===== src/rtl/rv32_mem_port_arbiter.sv =====
// Shares one single-port memory between the RV32 fetch and load/store ports.
// One transaction in flight; data wins unless fetch has waited STARVE_MAX data grants.
module rv32_mem_port_arbiter #(
    parameter int unsigned ADDR_W     = 32,
    parameter int unsigned DATA_W     = 32,
    parameter int unsigned MEM_LAT    = 1,
    parameter int unsigned STARVE_MAX = 4
) (
    input  logic                clk,
    input  logic                rst_n,
    input  logic                if_req_i,
    input  logic [ADDR_W-1:0]   if_addr_i,
    output logic                if_gnt_o,
    output logic                if_rvalid_o,
    output logic [DATA_W-1:0]   if_rdata_o,
    input  logic                d_req_i,
    input  logic                d_we_i,
    input  logic [ADDR_W-1:0]   d_addr_i,
    input  logic [DATA_W-1:0]   d_wdata_i,
    input  logic [DATA_W/8-1:0] d_be_i,
    output logic                d_gnt_o,
    output logic                d_rvalid_o,
    output logic [DATA_W-1:0]   d_rdata_o,
    output logic                mem_en_o,
    output logic                mem_we_o,
    output logic [ADDR_W-1:0]   mem_addr_o,
    output logic [DATA_W-1:0]   mem_wdata_o,
    output logic [DATA_W/8-1:0] mem_be_o,
    input  logic [DATA_W-1:0]   mem_rdata_i,
    output logic                stall_o
);

    localparam logic [1:0] LatInit   = 2'(MEM_LAT - 1);
    localparam logic [3:0] StarveTop = 4'(STARVE_MAX);

    typedef enum logic [1:0] {StIdle, StWait, StResp} state_e;

    state_e              state_q;
    logic                owner_q;  // 1 = data port owns the read in flight
    logic [1:0]          lat_q;
    logic [3:0]          starve_q;
    logic                if_rvalid_q, d_rvalid_q;
    logic [DATA_W-1:0]   if_rdata_q, d_rdata_q;
    logic                grant_ok, fetch_pri;

    always_comb begin
        grant_ok  = rst_n && (state_q != StWait);
        fetch_pri = (starve_q == StarveTop);
        if_gnt_o  = grant_ok & if_req_i & (~d_req_i | fetch_pri);
        d_gnt_o   = grant_ok & d_req_i & ~(if_req_i & fetch_pri);

        mem_en_o    = 1'b0;
        mem_we_o    = 1'b0;
        mem_addr_o  = '0;
        mem_wdata_o = '0;
        mem_be_o    = '0;
        if (d_gnt_o) begin
            mem_en_o    = 1'b1;
            mem_we_o    = d_we_i;
            mem_addr_o  = d_addr_i;
            mem_wdata_o = d_we_i ? d_wdata_i : '0;
            mem_be_o    = d_we_i ? d_be_i : '1;
        end else if (if_gnt_o) begin
            mem_en_o   = 1'b1;
            mem_addr_o = if_addr_i;
            mem_be_o   = '1;
        end

        stall_o = rst_n & ((if_req_i & ~if_gnt_o) | (d_req_i & ~d_gnt_o) |
                           (state_q == StWait));
    end

    always_ff @(posedge clk or negedge rst_n) begin
        if (!rst_n) begin
            state_q     <= StIdle;
            owner_q     <= 1'b0;
            lat_q       <= '0;
            starve_q    <= '0;
            if_rvalid_q <= 1'b0;
            d_rvalid_q  <= 1'b0;
            if_rdata_q  <= '0;
            d_rdata_q   <= '0;
        end else begin
            if_rvalid_q <= 1'b0;
            d_rvalid_q  <= 1'b0;

            if (if_gnt_o || !if_req_i) begin
                starve_q <= '0;
            end else if (d_gnt_o && (starve_q != StarveTop)) begin
                starve_q <= starve_q + 4'd1;
            end

            unique case (state_q)
                StIdle, StResp: begin
                    // Stores complete in the grant cycle, so only reads enter WAIT.
                    if (d_gnt_o && !d_we_i) begin
                        state_q <= StWait;
                        owner_q <= 1'b1;
                        lat_q   <= LatInit;
                    end else if (if_gnt_o) begin
                        state_q <= StWait;
                        owner_q <= 1'b0;
                        lat_q   <= LatInit;
                    end else begin
                        state_q <= StIdle;
                    end
                end
                StWait: begin
                    if (lat_q == 2'd0) begin
                        state_q <= StResp;
                        if (owner_q) begin
                            d_rdata_q  <= mem_rdata_i;
                            d_rvalid_q <= 1'b1;
                        end else begin
                            if_rdata_q  <= mem_rdata_i;
                            if_rvalid_q <= 1'b1;
                        end
                    end else begin
                        lat_q <= lat_q - 2'd1;
                    end
                end
                default: state_q <= StIdle;
            endcase
        end
    end

    assign if_rvalid_o = if_rvalid_q;
    assign d_rvalid_o  = d_rvalid_q;
    assign if_rdata_o  = if_rdata_q;
    assign d_rdata_o   = d_rdata_q;

endmodule


===== config.mk =====
export PLATFORM = sky130hd
export DESIGN_NAME = rv32_mem_port_arbiter
export DESIGN_NICKNAME = d
export VERILOG_FILES = /design/src/rtl/rv32_mem_port_arbiter.sv
export SDC_FILE = /design/constraint.sdc
export NUM_CORES = 1
export LEC_CHECK = 0
export ABC_AREA = 0
export CAP_MARGIN = 25
export CORE_MARGIN = 2
export CORE_UTILIZATION = 30
export DETAILED_ROUTE_END_ITERATION = 10
export DONT_BUFFER_PORTS = 1
export SYNTH_ARGS = -nofsm -noshare
export SYNTH_HDL_FRONTEND = slang
export SYNTH_SLANG_ARGS = --single-unit

===== constraint.sdc =====
create_clock -name clk -period 2.2 [get_ports clk]
set_input_delay 0.22 -clock clk [delete_from_list [all_inputs] [get_ports clk]]
set_output_delay 0.22 -clock clk [all_outputs]
set_load 0.05 [all_outputs]

**After elaboration in Yosys (flattened, before gate mapping)**

Cells that the tools add are included.

- Eq/ne operators: 8
- Bitwise logic cells: 16
- Muxes and demuxes: 28
- Reduce and logical (&&, ||, !) cells: 16
- Add/sub/neg operators: 2

Operators by type and width:

| operator | number |
|---|---|
| two-way mux 32 bit | 4 |
| two-way mux 4 bit | 5 |
| two-way mux 1 bit | 13 |
| AND reduction 3 bit | 3 |
| AND 1 bit | 8 |
| two-way mux 2 bit | 4 |
| one-hot mux 2 bit (2 select lines) | 2 |
| nonzero test 2 bit | 3 |
| NOT 1 bit | 5 |
| adder 4 x 1 -> 4 bit, second input constant | 1 |
| == test 4 x 3 -> 1 bit, second input constant | 1 |
| zero test 2 bit | 2 |
| inequality test 2 x 1 -> 1 bit, second input constant | 2 |
| inequality test 4 x 3 -> 1 bit, second input constant | 1 |
| logical AND 1 bit | 3 |
| inequality test 3 bit, second input constant | 1 |
| bitwise OR 1 bit | 3 |
| == test 2 x 1 -> 1 bit, second input constant | 1 |
| == test 2 bit, second input constant | 1 |
| zero test 1 bit | 2 |
| inequality test 2 bit, second input constant | 1 |
| AND reduction 2 bit | 1 |
| OR reduction 2 bit | 1 |
| subtractor 2 x 1 -> 2 bit, second input constant | 1 |
| logical OR 1 bit | 1 |

- Logic and storage cells: 78
- Flip-flop bits (word level): 75
- Input port bits: 137

**Logic depth before layout (Yosys ltp)**

Gate-level depths: netlist of run 1.

- Depth after elaboration: 9
- Depth in mapped cells: 7

**Least setup slack after synthesis of run 1**

OpenSTA, ideal clock, no wires.

- Path kind: register to output
- Start point: reg starve_q[0]
- End point: out mem_wdata_o[22]
- Stages on the path, launching flop included: 7
- Path slack: -112 ps
- Arrival: 2092 ps
- Path buffers: 1
- Cells stage by stage: dfrtp_1 > inv_1 > ha_1 > nand4b_1 > and4_1 > clkbuf_1 > and3_1

- Cells in the longest elaborated chain, start to end: 5

RTL lines:

| what | RTL line | source |
|---|---|---|
| start: declaration | 41 | `logic [3:0] starve_q;` |
| start signal: assignment | 90 | `starve_q <= starve_q + 4'd1;` |
| == test 4 x 3 -> 1 bit | 48 | `fetch_pri = (starve_q == StarveTop);` |
| AND 1 bit | 50 | `d_gnt_o = grant_ok & d_req_i & ~(if_req_i & fetch_pri);` |
| NOT 1 bit | 50 |  |
| AND 1 bit | 50 |  |
| via d_gnt_o | 21 | `output logic d_gnt_o,` |
| two-way mux 32 bit | 57 | `if (d_gnt_o) begin` |
| end: declaration | 27 | `output logic [DATA_W-1:0] mem_wdata_o,` |

The timed path passes the listed nets, and every way through them passes these cells.

**Worst setup path in the final report of run 1**

- Start point: reg starve_q[0]
- End point: out mem_addr_o[21]

- Cells in the longest elaborated chain, start to end: 5

RTL lines:

| what | RTL line | source |
|---|---|---|
| == test 4 x 3 -> 1 bit * | 48 |  |
| bitwise OR 1 bit or AND 1 bit (tied branches) | 49, 50 |  |
| AND 1 bit or NOT 1 bit (tied branches) | 49, 50 |  |
| two-way mux 32 bit or AND 1 bit (tied branches) | 63, 50 |  |
| two-way mux 32 bit * | 57 |  |
| end: declaration | 26 | `output logic [ADDR_W-1:0] mem_addr_o,` |

Mark *: on every way between the ends. The rest lies on a longest branch, timed or not.

==> results of run 1 <==
[metal layers]
metal | global-route usage (%) | vias to the layer above | wire length (um)
met5 | 0 | - | 0
met1 | 17.81 | 1313 | 4116
met4 | 6.667 | 0 | 257
met2 | 29.47 | 166 | 6669
li1 | - | 1192 | -
met3 | 7.061 | 13 | 1217
[synthesized netlist by cell type, drive strengths merged]
cell type,n,area (um^2)
dfrtp,75,1877
mux2,64,829.6
and3,33,206.5
a22o,32,280.3
buf,13,125.1
inv,11,41.29
nand2,9,36.29
clkbuf,8,50.05
a21oi,6,30.03
o21ai,6,30.03
o21ba,4,40.04
ha,3,37.54
nand4b,3,26.28
nor2b,2,27.53
or3,2,12.51
and2,1,8.760
and3b,1,8.760
and4,1,8.760
nand2b,1,8.760
nand3,1,5.000
nand3b,1,7.510
nand4,1,6.260
nor2,1,3.750
nor3,1,5.000
o2111ai,1,8.760
o21bai,1,7.510
o22ai,1,6.260
or2b,1,7.510
or4,1,7.510
[state kept, by name, indices dropped and copies added, names as in the netlist]
name	count
lat_q	2
owner_q	1
if_rdata_o	32
d_rvalid_o	1
d_rdata_o	32
state_q	2
if_rvalid_o	1
starve_q	4
[metrics by stage]
step | setup WS [ns] | TNS, ns | power (W) | instances
6_report | -0.03147 | -0.7119 | 0.007128 | 532
5_1_grt | -0.08447 | -2.485 | 0.007401 | 532
4_1_cts | -0.02001 | -0.1882 | 0.007148 | 529
3_5_place_dp | 0.005179 | 0 | 0.005651 | 506
3_3_place_gp | 0.03960 | 0 | 0.005592 | 506
2_1_floorplan | 0.1004 | 0 | 0.005175 | 285
[kinds of logic (layout without fill, tap and decap cells)]
logic type / count (synthesis) / count (layout) / synth area share (%)
AND/OR/NAND/NOR: 60 / 60 / 10.31
flip-flops: 75 / 75 / 50.05
buffers and inverters: 32 / 111 / 5.773
AO/OA/AOI/OAI: 51 / 51 / 10.74
adder cells (fa/ha/maj): 3 / 3 / 1.001
multiplexers: 64 / 64 / 22.12
[worst max path at each step]
stage / end / slack, ns / start / cells past startpoint
after global placement: mem_addr_o[31] / 0.04 / starve_q[0]$_DFFE_PN0P_ / 7
after CTS: mem_addr_o[23] / -0.02 / starve_q[0]$_DFFE_PN0P_ / 8
final: mem_addr_o[21] / -0.03 / starve_q[0]$_DFFE_PN0P_ / 8
after detailed placement: mem_addr_o[31] / 0.005 / starve_q[0]$_DFFE_PN0P_ / 7
after floorplan: mem_addr_o[0] / 0.10 / starve_q[0]$_DFFE_PN0P_ / 7
after global routing: mem_addr_o[15] / -0.08 / starve_q[1]$_DFFE_PN0P_ / 8
[final cells by class]
class                      count  area, um^2
sequential                    75        1877
tap                          168       210.2
timing repair buffer          82        1388
clock inverter                 5       53.80
multi-input combinational    178        1916
clock buffer                  11       232.7
fill                        1058        6361
timing repair inverter         2       25.02
inverter                      11       48.80
[repair_timing]
action                                  4_1_cts  5_1_grt
endpoints found under the hold margin        75        0
resized for setup                            16       35
buffers inserted                              3        2
pin swaps                                     1        4
hold buffers                                  2        0
cloned                                        2        1
endpoints found under the setup margin       66       62
[worst max-delay path: stages, from the launching register on]
cell and delay (ns):
sky130_fd_sc_hd__dfrtp_1 0.37, sky130_fd_sc_hd__inv_2 0.06, sky130_fd_sc_hd__ha_4 0.15, sky130_fd_sc_hd__and3b_2 0.24
sky130_fd_sc_hd__o2111ai_4 0.22, sky130_fd_sc_hd__buf_12 0.18, sky130_fd_sc_hd__inv_6 0.07, sky130_fd_sc_hd__a22o_1 0.22
sky130_fd_sc_hd__buf_12 0.16
[power groups by stage]
stage               registers [W]  logic, W  clock network [W]
global route              0.00433   0.00154            0.00152
CTS                       0.00427   0.00142            0.00145
finish                    0.00426   0.00146            0.00141
global placement          0.00428   0.00131                  0
detailed placement        0.00428   0.00137                  0
floorplan                 0.00413   0.00104                  0
==> summary.txt, run 1 <==
TIMING
------------------------------------------------------------------------------------------
Worst clock skew on the final layout                                           0.005895 ns
Final Max Tran Viols                                                                     0
Final setup violation count                                                             32
Post-layout worst setup margin                                                 -0.03147 ns
RSZ-0062 raised after global routing                                                  true
Final Hold Viols                                                                         0
Tightest hold margin                                                            0.03401 ns
Highest clock rate                                                               448.1 MHz
Actual slew at the worst max-slew pin                                            0.5128 ns
Worst slew margin relative to its limit                                             65.81%
Min cycle time layout                                                             2.231 ns
Post-route fraction of the period consumed by the critical path                     101.4%

WORST HOLD PATH
------------------------------------------------------------------------------------------
Start point of the worst hold path                                            mem_rdata_i[9]
Worst min-delay path class                                                    input port to flip-flop
Hold Crit Endpoint                                                            if_rdata_o[9]$_DFFE_PN0P_
Hold depth                                                                               1

GRT
------------------------------------------------------------------------------------------
Number of global-route vias before repair                                             2741
Antenna violations before repair                                                         0
Wire length of the first global-routing pass                                      16.47 mm
Largest net degree at the start of global routing                                       76
Global-route congestion overflow total                                                   0
Total routing usage reported by global routing                                      16.76%

FINISH
------------------------------------------------------------------------------------------
Share of cells above drive strength 1                                               56.04%
Final design area excluding fillers                                              5751 um^2
Syn-to-layout area delta                                                            53.35%
Core Util, Final                                                                    47.48%
Total Nets Final                                                                       499
Highest-count cells in the layout ignoring fill and taps                      sky130_fd_sc_hd__dfrtp_1, sky130_fd_sc_hd__buf_12, sky130_fd_sc_hd__mux2_2
Most common cell after layout, fill and taps aside                            sky130_fd_sc_hd__dfrtp_1
Antenna diode count                                                                      0

PLACE
------------------------------------------------------------------------------------------
Total cell area at the placement stage                                           5030 um^2
Detailed placement HPWL                                                           8.993 mm
RePlAce Congestion                                                                  0.7654
Number of port buffers                                                                   0

ROUTING
------------------------------------------------------------------------------------------
Iteration-0 DRC Markers                                                                105
First-pass iteration count of the detailed router                                        4
Total via count in the routed design                                                  2684
Antenna violation net count after detailed routing                                       0
Drc violations                                                                           0
Routed Wire Length                                                                12.26 mm
Post-DR vias/cell                                                                    5.045
Average detailed-routed wire length per instance                                  23.05 um

WORST SETUP PATH
------------------------------------------------------------------------------------------
R2R Setup Slk                                                                      0.41 ns
Critical path data required time                                                   1.98 ns
Startpoint kind of the worst setup timing path                                   flip-flop
Depth of the most critical reg-to-reg path                                               6
Worst R2R Start                                                               lat_q[0]$_DFFE_PN0P_
Nature of the critical path endpoint                                           output port
Type of the worst setup path                                                  flip-flop to output port
Worst reg2reg endpoint                                                        if_rdata_o[2]$_DFFE_PN0P_
Arrival time worst endpoint                                                        2.01 ns
Worst Path Max Fanout                                                                    8

FLOORPLANNING
------------------------------------------------------------------------------------------
Starting density of the core                                                        30.96%
Die Height                                                                        115.8 um
Placeable core area                                                             12110 um^2
Area of the die                                                                 13410 um^2
Horizontal die dimension                                                          115.8 um
Number of rows created at floorplan                                                     40
I/O pins                                                                               276

CLOCKING
------------------------------------------------------------------------------------------
Clock Sinks                                                                             75
Cell chosen for the clock root                                                sky130_fd_sc_hd__clkbuf_16
CTS Buf Count                                                                            9
H-tree lvl count                                                                         3
Maximum root-to-sink buffer count                                                        2
Clock edge transition at the registers on the reported setup and hold paths        0.06 ns
Clock tree from TritonCTS                                                             done
Worst-Skew Late Latency                                                            0.33 ns

POWER AND IR DROP
------------------------------------------------------------------------------------------
Power Dens Cells                                                              1240 nW/um^2
Worst IR Drop VDD                                                                0.8899 mV
Fraction of power consumed by sequential logic                                       59.7%
P_leak                                                                            2.619 nW
Switching share of power                                                            49.08%
Combinational Power Share                                                            20.5%
Net switching power                                                             0.003499 W
Int Pwr                                                                         0.003629 W
Proportion of power drawn by the clock network                                       19.8%

LOGIC SYNTHESIS
------------------------------------------------------------------------------------------
Synthesized area per cell                                                       13.16 um^2
Unique cell type count in the Yosys netlist                                             36
Post-synthesis instance area                                                     3750 um^2
Synthesized instance count                                                             285
Seq cells post-synth                                                                    75
Number of nets in the synthesized netlist                                              425
Fraction of the yosys area taken by sequential cells                                50.05%
Total of warnings raised by yosys                                                        0

RUN
------------------------------------------------------------------------------------------
Maxcap violations                                                                        0

STATUS
------------------------------------------------------------------------------------------
Violations in the final reports                                               setup timing
Status                                                                        complete, but fails checks

Note: power is estimated with default switching activity, not from simulation.
==> inputs of run 2 (changes only) <==
--- a/config.mk
+++ b/config.mk
@@ -11,6 +11,8 @@
 export CORE_UTILIZATION = 30
 export DETAILED_ROUTE_END_ITERATION = 10
 export DONT_BUFFER_PORTS = 1
+export SETUP_SLACK_MARGIN = 0.3
 export SYNTH_ARGS = -nofsm -noshare
 export SYNTH_HDL_FRONTEND = slang
 export SYNTH_SLANG_ARGS = --single-unit
+export TNS_END_PERCENT = 100
==> run 2 against run 1 <==
Against the previous run: the flow finishes with violations (hold timing, setup timing); final area up 2.7%; count of clock-buffer cells in the layout down 2; hold slack worse by 0.44 ns; clock power up 16%; fmax down 3.1%; sequential share of layout area down 0.84 points; non-clock buffer count down 11; critical path depth down 1; sequential cell count unchanged; final cell count down 2.1%; clock skew down 0.00086 ns; critical path type unchanged; critical endpoint unchanged; largest cell class unchanged; largest power group unchanged.
==> summary.txt, run 2 (synthesized netlist as in run 1, its figures left out) <==
POWER AND IR DROP
------------------------------------------------------------------------------------------
Power Dens Cells                                                              1250 nW/um^2
Worst IR Drop VDD                                                                0.9663 mV
P_leak                                                                            2.577 nW

PLACE
------------------------------------------------------------------------------------------
Number of port buffers                                                                   0
Post-placement cell count                                                              480
Detailed placement HPWL                                                           9.728 mm
RePlAce Congestion                                                                  0.7539
Total cell area at the placement stage                                           4752 um^2

WORST SETUP PATH
------------------------------------------------------------------------------------------
Startpoint kind of the worst setup timing path                                   flip-flop
Count of buffer and inverter cells on the critical path                                  3
Worst Path Max Fanout                                                                    9
Critical-path top delay cell                                                  sky130_fd_sc_hd__dfrtp_1
Type of the worst setup path                                                  flip-flop to output port
Nature of the critical path endpoint                                           output port
CP top delay family                                                           buffers and inverters
Crit-path max cell delay                                                           0.39 ns
Arrival time worst endpoint                                                        2.08 ns
Critical path data required time                                                   1.98 ns
Critical path, cell by cell                                                   inv_1, ha_2, nand4b_1, and4_4, bufbuf_16, a22o_4, buf_12

TIMING
------------------------------------------------------------------------------------------
Tightest hold margin                                                            -0.4081 ns
Final Hold Viols                                                                        75
Final Max Tran Viols                                                                     0
Actual slew at the worst max-slew pin                                            0.5139 ns
RSZ-0062 raised after global routing                                                  true
Post-layout worst setup margin                                                  -0.1033 ns
Worst slew margin relative to its limit                                             65.74%
Post-route fraction of the period consumed by the critical path                     104.7%
Final setup violation count                                                             46
Min cycle time layout                                                             2.303 ns
Highest clock rate                                                               434.2 MHz
Worst clock skew on the final layout                                           0.005038 ns

FINISH
------------------------------------------------------------------------------------------
Highest-count cells in the layout ignoring fill and taps                      sky130_fd_sc_hd__dfrtp_1, sky130_fd_sc_hd__buf_12, sky130_fd_sc_hd__mux2_2
Core Util, Final                                                                    48.74%
Syn-to-layout area delta                                                            57.42%
Share of cells above drive strength 1                                               66.19%
Fill cells                                                                            1025
Layout Cells excl Fill                                                                 521
Final design area excluding fillers                                              5903 um^2
Most common cell after layout, fill and taps aside                            sky130_fd_sc_hd__dfrtp_1
Total Nets Final                                                                       489

FLOORPLANNING
------------------------------------------------------------------------------------------
Die Height                                                                        115.8 um
Horizontal die dimension                                                          115.8 um
Area of the die                                                                 13410 um^2
Starting density of the core                                                        30.96%
I/O pins                                                                               276
Placeable core area                                                             12110 um^2
Number of rows created at floorplan                                                     40

CLOCKING
------------------------------------------------------------------------------------------
Cell chosen for the clock root                                                sky130_fd_sc_hd__clkbuf_16
CTS Buf Count                                                                            9
H-tree lvl count                                                                         3
Maximum root-to-sink buffer count                                                        2
Worst-Skew Late Latency                                                            0.32 ns
Clock Sinks                                                                             75
Clock tree from TritonCTS                                                             done
Clock edge transition at the registers on the reported setup and hold paths        0.05 ns

GRT
------------------------------------------------------------------------------------------
Number of global-route vias before repair                                             2941
Global-route congestion overflow total                                                   0
Antenna violations before repair                                                         2
Wire length of the first global-routing pass                                      18.51 mm
Largest net degree at the start of global routing                                       81
Total routing usage reported by global routing                                      19.07%

ROUTING
------------------------------------------------------------------------------------------
Average detailed-routed wire length per instance                                  26.09 um
Drc violations                                                                           0
Post-DR vias/cell                                                                    5.267
Routed Wire Length                                                                13.59 mm
Antenna violation net count after detailed routing                                       0
Iteration-0 DRC Markers                                                                105
Total via count in the routed design                                                  2744
First-pass iteration count of the detailed router                                        4

RUN
------------------------------------------------------------------------------------------
Maxcap violations                                                                        0

STATUS
------------------------------------------------------------------------------------------
Status                                                                        complete, but fails checks
Violations in the final reports                                               hold timing, setup timing

WORST HOLD PATH
------------------------------------------------------------------------------------------
Worst min-delay path class                                                    input port to asynchronous set/reset pin

## run 2: cell types whose count changed in the layout (fill, tap and decap cells not counted), sizes merged
| cell | change |
|---|---|
| dlygate4sd3 | -1 |
| buf | -11 |
| clkinv | -2 |
| diode | +1 |
| clkbuf | -3 |
| bufbuf | +2 |
| bufinv | +2 |
| inv | +1 |
## run 2: timing repair
item                                    4_1_cts  5_1_grt
hold endpoints to repair                     75       75
pin swaps                                    37       11
endpoints found under the setup margin       71       72
resized for setup                            85       16
buffers inserted                             11        6
gates cloned                                  9        0
## run 2: cell type report
type / instances / area [um^2] / area share (%)
multi-input cells: 178 / 2155 / 36.50
flip-flops and latches: 75 / 1877 / 31.79
repair buffers: 71 / 1250 / 21.17
clock buffers: 9 / 225.2 / 3.815
well taps: 168 / 210.2 / 3.561
clock inverters: 5 / 103.9 / 1.759
inverters: 11 / 51.30 / 0.8690
repair inverters: 3 / 28.78 / 0.4875
diodes: 1 / 2.502 / 0.04239
## run 2: final timing paths
check | endpoint | slack [ns] | cells after the start | start
setup / recovery | mem_addr_o[21] | -0.10 | 7 | starve_q[0]$_DFFE_PN0P_
hold / removal | d_rdata_o[13]$_DFFE_PN0P_ | -0.41 | 0 | rst_n
setup reg to reg | starve_q[3]$_DFFE_PN0P_ | 0.43 | 8 | starve_q[0]$_DFFE_PN0P_
hold reg to reg | lat_q[1]$_DFFE_PN0P_ | 0.54 | 2 | lat_q[1]$_DFFE_PN0P_
max in group asynchronous | starve_q[0]$_DFFE_PN0P_ | 2.48 | 0 | rst_n
min in group clk | if_rdata_o[26]$_DFFE_PN0P_ | 0.04 | 1 | mem_rdata_i[26]
## run 2: where the power goes
group          switching, W  leakage [nW]  internal [W]
clock              0.000538         0.161       0.00109
sequential          0.00237         0.895       0.00189
combinational      0.000578          1.52      0.000908
total               0.00349          2.58       0.00389
## run 2: routing by layer
| metal | global-route usage (%) | vias to the layer above | part of all wire (%) |
|---|---|---|---|
| li1 | - | 1173 | - |
| met4 | 5.873 | 2 | 1.5 |
| met2 | 34.11 | 163 | 53 |
| met3 | 8.368 | 20 | 11 |
| met5 | 0 | - | 0.088 |
| met1 | 20.27 | 1386 | 34 |
## run 2: worst register-to-register path: cells and delay by family, from the launching register on
kind                     cells  cell delay [ns]
AND/OR/NAND/NOR              3             0.72
flip-flops                   1             0.36
buffers and inverters        3             0.30
adder cells (fa/ha/maj)      1             0.17
AO/OA/AOI/OAI                1             0.16
## run 2: metrics by stage
step / hold WS [ns] / total power [W] / TNS (ns) / setup slack (ns)
final: -0.4081 / 0.007376 / -2.817 / -0.1033
after global routing: -0.4319 / 0.007628 / -5.344 / -0.1585
after CTS: -0.4201 / 0.007415 / -1.796 / -0.07595
after detailed placement: -0.07368 / 0.005609 / 0 / 0.01930
after global placement: -0.07352 / 0.005563 / 0 / 0.06506
after floorplan: -0.07559 / 0.005194 / 0 / 0.3122
